$ cat src/rtl/gate_deadtime.sv
`timescale 1ns/1ps
`default_nettype none
// ============================================================================
// gate_deadtime : dead-time, shoot-through latch and enable for 4 bridge legs.
// Optional macro GATE_MINPULSE_EN adds a per-leg minimum on-time.  Rev 1.0
// ============================================================================
module gate_deadtime #(
  parameter int DT_CYCLES     = 20,
  parameter int CNT_W         = 8,
  parameter int MIN_ON_CYCLES = 10
) (
  input  logic       clk,
  input  logic       rst,
  input  logic       en,
  input  logic       fault_clr,
  input  logic [3:0] sp_cmd,
  input  logic [3:0] ss_cmd,
  output logic       Sp1,
  output logic       Sp2,
  output logic       Sp3,
  output logic       Sp4,
  output logic       Ss1,
  output logic       Ss2,
  output logic       Ss3,
  output logic       Ss4,
  output logic       fault,
  output logic [3:0] fault_leg
);

  typedef enum logic [1:0] {
    ST_OFF = 2'd0,
    ST_HI  = 2'd1,
    ST_LO  = 2'd2,
    ST_DT  = 2'd3
  } leg_state_t;

  localparam logic [CNT_W-1:0] c_dt_load = CNT_W'(DT_CYCLES - 1);

  if (DT_CYCLES < 1 || DT_CYCLES > 255 || MIN_ON_CYCLES < 1 || MIN_ON_CYCLES > 255 ||
      ((DT_CYCLES - 1) >> CNT_W) != 0 || ((MIN_ON_CYCLES - 1) >> CNT_W) != 0) begin : g_param_err
    $error("gate_deadtime: DT_CYCLES/MIN_ON_CYCLES out of range for CNT_W");
  end

  // Leg order matches fault_leg: {Ss3/4, Ss1/2, Sp3/4, Sp1/2}
  logic [3:0] w_h;
  logic [3:0] w_l;
  logic [3:0] w_st;
  logic       w_any_st;
  logic       w_hold;
  logic [3:0] w_up;
  logic [3:0] w_dn;
  logic       r_fault;
  logic [3:0] r_fault_leg;

  assign w_h      = {ss_cmd[2], ss_cmd[0], sp_cmd[2], sp_cmd[0]};
  assign w_l      = {ss_cmd[3], ss_cmd[1], sp_cmd[3], sp_cmd[1]};
  assign w_st     = en ? (w_h & w_l) : 4'b0000;
  assign w_any_st = |w_st;
  assign w_hold   = !en || w_any_st || r_fault;

  // A new overlap always beats a clear arriving on the same edge
  always_ff @(posedge clk) begin
    if (!rst) begin
      r_fault     <= 1'b0;
      r_fault_leg <= 4'b0000;
    end else if (w_any_st) begin
      r_fault     <= 1'b1;
      r_fault_leg <= r_fault_leg | w_st;
    end else if (fault_clr) begin
      r_fault     <= 1'b0;
      r_fault_leg <= 4'b0000;
    end
  end

  for (genvar i = 0; i < 4; i++) begin : g_leg
    leg_state_t       r_state;
    leg_state_t       w_state_nxt;
    logic [CNT_W-1:0] r_cnt;
    logic [CNT_W-1:0] w_cnt_nxt;
    logic             r_up;
    logic             r_dn;
    logic             w_on_ok;

`ifdef GATE_MINPULSE_EN
    localparam logic [CNT_W-1:0] c_min_load = CNT_W'(MIN_ON_CYCLES - 1);
    logic [CNT_W-1:0] r_mcnt;
    logic [CNT_W-1:0] w_mcnt_nxt;

    assign w_on_ok = (r_mcnt == '0);

    always_comb begin
      w_mcnt_nxt = r_mcnt;
      if ((w_state_nxt == ST_HI || w_state_nxt == ST_LO) && (w_state_nxt != r_state)) begin
        w_mcnt_nxt = c_min_load;
      end else if (r_mcnt != '0) begin
        w_mcnt_nxt = r_mcnt - CNT_W'(1);
      end
    end

    always_ff @(posedge clk) begin
      if (!rst) begin
        r_mcnt <= '0;
      end else begin
        r_mcnt <= w_mcnt_nxt;
      end
    end
`else
    assign w_on_ok = 1'b1;
`endif

    always_comb begin
      w_state_nxt = r_state;
      w_cnt_nxt   = r_cnt;
      if (w_hold) begin
        w_state_nxt = ST_DT;
        w_cnt_nxt   = c_dt_load;
      end else begin
        case (r_state)
          ST_OFF: begin
            if (w_h[i] && !w_l[i]) begin
              w_state_nxt = ST_HI;
            end else if (w_l[i] && !w_h[i]) begin
              w_state_nxt = ST_LO;
            end
          end
          ST_HI: begin
            if (!w_h[i] && w_on_ok) begin
              w_state_nxt = ST_DT;
              w_cnt_nxt   = c_dt_load;
            end
          end
          ST_LO: begin
            if (!w_l[i] && w_on_ok) begin
              w_state_nxt = ST_DT;
              w_cnt_nxt   = c_dt_load;
            end
          end
          default: begin
            // Commands are only looked at on the expiry cycle
            if (r_cnt == '0) begin
              if (w_h[i] && !w_l[i]) begin
                w_state_nxt = ST_HI;
              end else if (w_l[i] && !w_h[i]) begin
                w_state_nxt = ST_LO;
              end else begin
                w_state_nxt = ST_OFF;
              end
            end else begin
              w_cnt_nxt = r_cnt - CNT_W'(1);
            end
          end
        endcase
      end
    end

    always_ff @(posedge clk) begin
      if (!rst) begin
        r_state <= ST_DT;
        r_cnt   <= c_dt_load;
        r_up    <= 1'b0;
        r_dn    <= 1'b0;
      end else begin
        r_state <= w_state_nxt;
        r_cnt   <= w_cnt_nxt;
        r_up    <= (w_state_nxt == ST_HI);
        r_dn    <= (w_state_nxt == ST_LO);
      end
    end

    assign w_up[i] = r_up;
    assign w_dn[i] = r_dn;
  end

  assign Sp1       = w_up[0];
  assign Sp2       = w_dn[0];
  assign Sp3       = w_up[1];
  assign Sp4       = w_dn[1];
  assign Ss1       = w_up[2];
  assign Ss2       = w_dn[2];
  assign Ss3       = w_up[3];
  assign Ss4       = w_dn[3];
  assign fault     = r_fault;
  assign fault_leg = r_fault_leg;

endmodule
`default_nettype wire

$ cat config.mk
export PLATFORM = sky130hd
export DESIGN_NAME = gate_deadtime
export DESIGN_NICKNAME = d
export VERILOG_FILES = /design/src/rtl/gate_deadtime.sv
export SDC_FILE = /design/constraint.sdc
export NUM_CORES = 1
export LEC_CHECK = 0
export BUFFER_PORTS_ARGS = -buffer_cell sky130_fd_sc_hd__buf_2
export CORE_MARGIN = 2
export CORE_UTILIZATION = 54
export CTS_CLUSTER_DIAMETER = 150
export DETAILED_ROUTE_END_ITERATION = 10
export GPL_TIMING_DRIVEN = 0
export PLACE_DENSITY = 0.76
export SLEW_MARGIN = 10
export SYNTH_ARGS = -nofsm -noshare
export SYNTH_HDL_FRONTEND = slang
export SYNTH_SLANG_ARGS = --single-unit
$ cat constraint.sdc
create_clock -name clk -period 2.3 [get_ports clk]
set_input_delay 0.345 -clock clk [delete_from_list [all_inputs] [get_ports clk]]
set_output_delay 0.345 -clock clk [all_outputs]
set_load 0.1 [all_outputs]
==> impl_metrics.yaml, run 1 <==
outcome:
  outcome: "complete, but fails checks"
  violations: "negative setup slack"
synth:
  seq_area_frac_synth_pct: 35.1
  post-synth-top-count-cell: "dfxtp_1"
  yosys-top-cells-area: "dfxtp_1, ha_1, o21ai_0"
  synthTopCellsByCount: "dfxtp_1, o21ai_0, nor2_1, a21oi_1, inv_1"
  synth_cells: 368
  ys_ff_latch: 53
  synth_top_area_share_pct: 35.1
  netlist_area_mm2: 0.00303
  ys.warnings.count: 0
  syn-num-nets: 402
  synth_edf_count: 0
  synth_cell_types: 53
  async_reset_ff_share_pct: 0
  synth_top_area_cell: "dfxtp_1"
  syn_area_per_cell_um2: 8.22
  synthFlopType: "dfxtp_1"
global_route:
  grtUsageTotal_pct: 24.0
  grt_max_degree: 16
  grt_busiest_layer: "met2"
  antenna_found_initial: 0
  grt_pass1_wl_um: 12100
  overflow: 0
  grt_pass1_vias: 2764
  met1_usage_pct: 29.7
  met3_usage_pct: 5.34
  grtUsageMet2_pct: 42.1
worst_setup_path:
  rrSetupSlack_ps: -50
  worstRegToRegCells: 7
  required_ps: 2510
  r2r-start: "g_leg[3].r_cnt[1]"
  cp-end-kind: "flip-flop"
  crit_arrival_ps: 2550
  crit_type: "reg -> reg"
  reg2reg_to: "Ss3"
  path_max_fanout: 3
  start_kind: "flip-flop"
clocking:
  h-tree-depth: 2
  path_clk_slew_ps: 90
  ctsRootBufferMaster: "clkbuf_8"
  cts_sinks: 53
  cts_made_buffers: 5
  cts_tree: "done"
  cts_hold_buf: 0
  ctsLongestPathBuffers: 2
  clkLatencyLatePin_ps: 300
timing:
  hold_violations: 0
  finClkSkew_ps: 5.06
  slew_headroom_pct: 50.3
  period_share_pct: 102
  holdWs_ps: 332
  rsz0062_at_grt: "true"
  finalWorstSetupSlack_ps: -46.7
  worst_pin_slew_ps: 739
  slew_violations: 0
  final.min_clock_period_ps: 2350
  finalSetupViolCount: 2
  fmax_mhz: 426
floorplan:
  rows: 27
  coreArea_mm2: 0.00547
  dieArea_mm2: 0.00622
  chipHeight_um: 78.9
  initial_utilization_pct: 55.3
  dieWidth_um: 78.9
  ios: 25
placed_design:
  gp_congestion: 0.906
  placed_area_mm2: 0.00325
  port_buffers: 23
  dp.cells: 463
  dp_hpwl_um: 5000
  dp_slack_ps: -265
drt:
  drt-initial-drc-count: 198
  ant_nets: 0
  first_pass_iters: 4
  viasPerCell: 5.91
  vias: 2831
  drc: 0
  wl_um: 7200
  avgRoutedWirePerCell_um: 15.0
finish:
  postLayoutCellArea_mm2: 0.00348
  finalNonFillerCells: 479
  fin_util_pct: 63.7
  diodes: 0
  nets: 440
  area_growth_pct: 15.2
  drive_above_1_share_pct: 16.2
  fill_cells: 482
power:
  powerDensity_mw_per_mm2: 489
  p_leak_nw: 1.44
  vdd_ir_drop_max_uv: 303
min_path:
  hold_path.startpoint: "rst"
  hold_class: "in -> reg"
  whs_endpoint: "fault_leg[1]"
  holdPathStages: 2
job:
  cap_violations: 0
-- report_power, final --
group          internal [mW]  leakage, nW  total (mW)  switching [mW]
Combinational         0.0319        0.955       0.117          0.0847
Sequential             0.924        0.427       0.930         0.00597
Clock                  0.355       0.0585       0.655           0.300
-- registers in the layout (all words and copies together) (netlist names) --
name and count:
g_leg.r_cnt 32, g_leg.r_state 8, fault_leg 4, Sp1 1
Sp2 1, Sp3 1, Sp4 1, Ss1 1
Ss2 1, Ss3 1, Ss4 1, fault 1
-- placed cells by master, fill, tap and decap left out, types with 3 or more instances in the layout --
cell / n
ha_1: 21
clkbuf_1: 8
nand3b_1: 3
nor2b_1: 7
o21ai_0: 40
clkbuf_8: 7
nand2_1: 19
nand2b_1: 7
a22oi_1: 8
dfxtp_2: 3
o21a_1: 4
and4_1: 3
a31oi_1: 5
buf_4: 8
nor2_1: 31
a21oi_1: 27
a32oi_1: 4
buf_2: 23
nor3_1: 15
inv_1: 23
nor3b_1: 9
a32o_1: 8
nor3_2: 6
or4_1: 3
nor4_1: 9
o31ai_1: 3
dfxtp_1: 50
a211oi_1: 3
nand4b_1: 3
nand3_1: 6
-- worst max-delay path, cell delays in order, from the launching register on --
cell     delay (ps)
dfxtp_2         330
inv_2            70
ha_4            130
or4b_4          460
or4_4           450
or3b_1          360
a32o_2          290
and3_4          150
-- stage by stage --
step                total power [mW]  TNS [ps]
finish                          1.70     -53.7
global placement                1.06     -2230
detailed placement              1.06     -3170
CTS                             1.71      -391
floorplan                       1.02     -60.4
global route                    1.76      -341
-- repair_timing --
action / in CTS / in global routing
gates cloned: 0 / 0
gates resized for setup: 5 / 10
buffers inserted: 8 / 0
pin swaps: 7 / 4
setup endpoints to repair: 12 / 32
-- metal layers --
layer  vias up  part of all wire [%]
li1       1442                     -
met1      1325                    47
met2        58                    48
met3         6                   3.5
met4         0                  0.83
met5         -                     0
-- worst max path at each step --
stage / depth (start not counted) / slack, ps / start / end
2_1_floorplan: 7 / -60 / g_leg[3].r_cnt[1] / Ss3
6_report: 7 / -50 / g_leg[3].r_cnt[1] / Ss3
3_5_place_dp: 7 / -270 / ss_cmd[1] / g_leg[0].r_cnt[1]
3_3_place_gp: 7 / -210 / ss_cmd[1] / g_leg[3].r_cnt[1]
4_1_cts: 7 / -140 / g_leg[3].r_cnt[1] / Ss3
5_1_grt: 7 / -100 / g_leg[3].r_cnt[1] / Ss3
-- area by class of cell --
class | instances | area [um^2] | area share (%)
Inverter | 25 | 93.8 | 2.69
Timing Repair Buffer | 31 | 175 | 5.03
Clock buffer | 7 | 86.3 | 2.48
Multi-Input combinational cell | 280 | 1900 | 54.4
Buffer | 10 | 48.8 | 1.40
Tap cell | 72 | 90.1 | 2.59
Clock inverter | 1 | 30.0 | 0.862
Sequential cell | 53 | 1060 | 30.6
-- cell families after synthesis --
family          share of synthesized area, %
simple gates                            26.1
compound gates                          24.4
flops                                   35.1
buf+inv                                 4.67
fa+ha+maj                               9.10
mux                                    0.703
Note: power is estimated with default switching activity, not from simulation.
==> run 2: changes to the inputs <==
--- a/config.mk
+++ b/config.mk
@@ -10,7 +10,6 @@
 export CORE_UTILIZATION = 54
 export CTS_CLUSTER_DIAMETER = 150
 export DETAILED_ROUTE_END_ITERATION = 10
-export GPL_TIMING_DRIVEN = 0
 export PLACE_DENSITY = 0.76
 export SLEW_MARGIN = 10
 export SYNTH_ARGS = -nofsm -noshare
==> run 2 against run 1 <==
- the flow still finishes with violations (negative setup slack)
- cell count is 0.84% higher
- sequential power hardly changed
- critical path depth stayed put
- global-route usage is 0.68 points lower
- critical path type unchanged
- routed wire length is 6.3% lower
- clock power is 16% lower
- register-to-register slack better by 20 ps
- hold slack worse by 17 ps
- highest routed layer unchanged
- core utilization hardly changed
- combinational power is 3% lower
==> impl_metrics.yaml, run 2 (same netlist as run 1, synthesis figures left out) <==
outcome:
  outcome: "complete, but fails checks"
  violations: "negative setup slack"
finish:
  fin_util_pct: 63.6
  nets: 444
  mostFrequentLayoutCells: "dfxtp_1, o21ai_0, nor2_1"
  diodes: 0
  top_register: "g_leg.r_cnt"
  drive_above_1_share_pct: 17.3
  layout_commonest_cell: "dfxtp_1"
  area_growth_pct: 15.1
  postLayoutCellArea_mm2: 0.00348
  largest_reg_flops: 32
drt:
  avgRoutedWirePerCell_um: 14.0
  vias: 2904
  drc: 0
  viasPerCell: 6.01
  drt-initial-drc-count: 197
  wl_um: 6750
  ant_nets: 0
  first_pass_iters: 4
clocking:
  cts_tree: "done"
  clkLatencyLatePin_ps: 310
  cts_sinks: 53
  h-tree-depth: 2
  cts_made_buffers: 5
  ctsRootBufferMaster: "clkbuf_8"
  cts_hold_buf: 0
  path_clk_slew_ps: 100
  ctsLongestPathBuffers: 2
timing:
  fmax_mhz: 429
  setup_tns_ps: -30.5
  rsz0062_at_grt: "true"
  hold_violations: 0
  finClkSkew_ps: 7.59
  finalSetupViolCount: 1
  final.min_clock_period_ps: 2330
  slew_violations: 0
  finalWorstSetupSlack_ps: -30.5
  period_share_pct: 101
  worst_pin_slew_ps: 638
  slew_headroom_pct: 57.2
worst_setup_path:
  rrSetupSlack_ps: -30
  path_max_fanout: 3
  crit_chain: "inv_2 > ha_4 > or4b_4 > or4_4 > or3b_1 > a32o_2 > and3_1"
  cpMaxStageDelayCell: "or4b_4"
  start_kind: "flip-flop"
  crit_type: "reg -> reg"
  reg2reg_to: "Ss3"
  cp-end-kind: "flip-flop"
  required_ps: 2510
  slowest_delay_ps: 450
  worstRegToRegCells: 7
  r2r-start: "g_leg[3].r_cnt[0]"
  crit_arrival_ps: 2540
global_route:
  grt_max_degree: 22
  antenna_found_initial: 0
  overflow: 0
  grt_pass1_wl_um: 11900
  grtUsageTotal_pct: 23.3
  grt_pass1_vias: 2633
floorplan:
  initial_utilization_pct: 55.3
  chipHeight_um: 78.9
  ios: 25
  dieArea_mm2: 0.00622
  dieWidth_um: 78.9
  rows: 27
  coreArea_mm2: 0.00547
power:
  p_leak_nw: 1.48
  vdd_ir_drop_max_uv: 381
  powerDensity_mw_per_mm2: 458
min_path:
  holdPathStages: 3
  hold_path.startpoint: "fault_clr"
  whs_endpoint: "fault"
  hold_class: "in -> reg"
placed_design:
  dp_hpwl_um: 4990
  gp_congestion: 0.834
  placed_area_mm2: 0.00335
  port_buffers: 24
job:
  cap_violations: 0
[run 2: changes by cell type in the layout (fill, tap and decap cells not counted), moves of 2 or more]
cell	change
clkinv_4	+2
nor3_1	+4
clkbuf_1	-8
nor3_2	-4
buf_4	+13
clkbuf_8	-2
[run 2: what timing repair did]
| item | 4_1_cts | 5_1_grt |
|---|---|---|
| hold endpoints to repair | 0 | 0 |
| pin swaps | 1 | 0 |
| buffers inserted | 1 | 1 |
| endpoints found under the setup margin | 7 | 8 |
| gates resized for setup | 3 | 1 |
[run 2: worst max-delay path by stage]
stage | depth (start not counted) | end | from
after floorplan | 7 | Ss3 | g_leg[3].r_cnt[1]
after global placement | 7 | Ss3 | g_leg[3].r_cnt[1]
after detailed placement | 7 | Ss3 | g_leg[3].r_cnt[1]
after CTS | 7 | Ss3 | g_leg[3].r_cnt[0]
after global routing | 7 | Ss3 | g_leg[3].r_cnt[0]
final | 7 | Ss3 | g_leg[3].r_cnt[0]
[run 2: stage by stage]
step / worst slack [ps] / instances / hold WS, ps / power, mW
floorplan: -60.4 / 368 / 445 / 1.02
global placement: -27.3 / 473 / 469 / 1.06
detailed placement: -45.5 / 473 / 481 / 1.06
CTS: -27.8 / 482 / 311 / 1.61
global route: -77.9 / 483 / 318 / 1.66
finish: -30.5 / 483 / 315 / 1.59
[run 2: area by class of cell]
| type | instances | area, um^2 |
|---|---|---|
| multi-input combinational | 280 | 1860 |
| tap | 72 | 90.1 |
| fill | 499 | 1990 |
| inverter | 25 | 93.8 |
| clock buffer | 5 | 68.8 |
| sequential | 53 | 1060 |
| timing repair buffer | 45 | 278 |
| clock inverter | 3 | 26.3 |
[run 2: critical path, delay by kind of cell, from the launching register on]
family          cells  cell delay [ps]
simple gates        4             1410
buf+inv             1               70
fa+ha+maj           1              130
compound gates      1              290
flops               1              340
[run 2: layer usage]
layer / global-route usage (%) / vias up / routed length [um] / share of wire (%)
li1: - / 1455 / - / -
met1: 30.8 / 1365 / 3110 / 46
met2: 39.6 / 76 / 3260 / 48
met3: 3.98 / 8 / 307 / 4.6
met4: 6.21 / 0 / 66 / 0.98
met5: 0 / - / 0 / 0
[run 2: power by group]
part | leakage, nW | switching [mW] | internal, mW
logic | 0.999 | 0.0808 | 0.0319
registers | 0.428 | 0.00681 | 0.925
clock network | 0.0487 | 0.328 | 0.223
total | 1.48 | 0.416 | 1.18
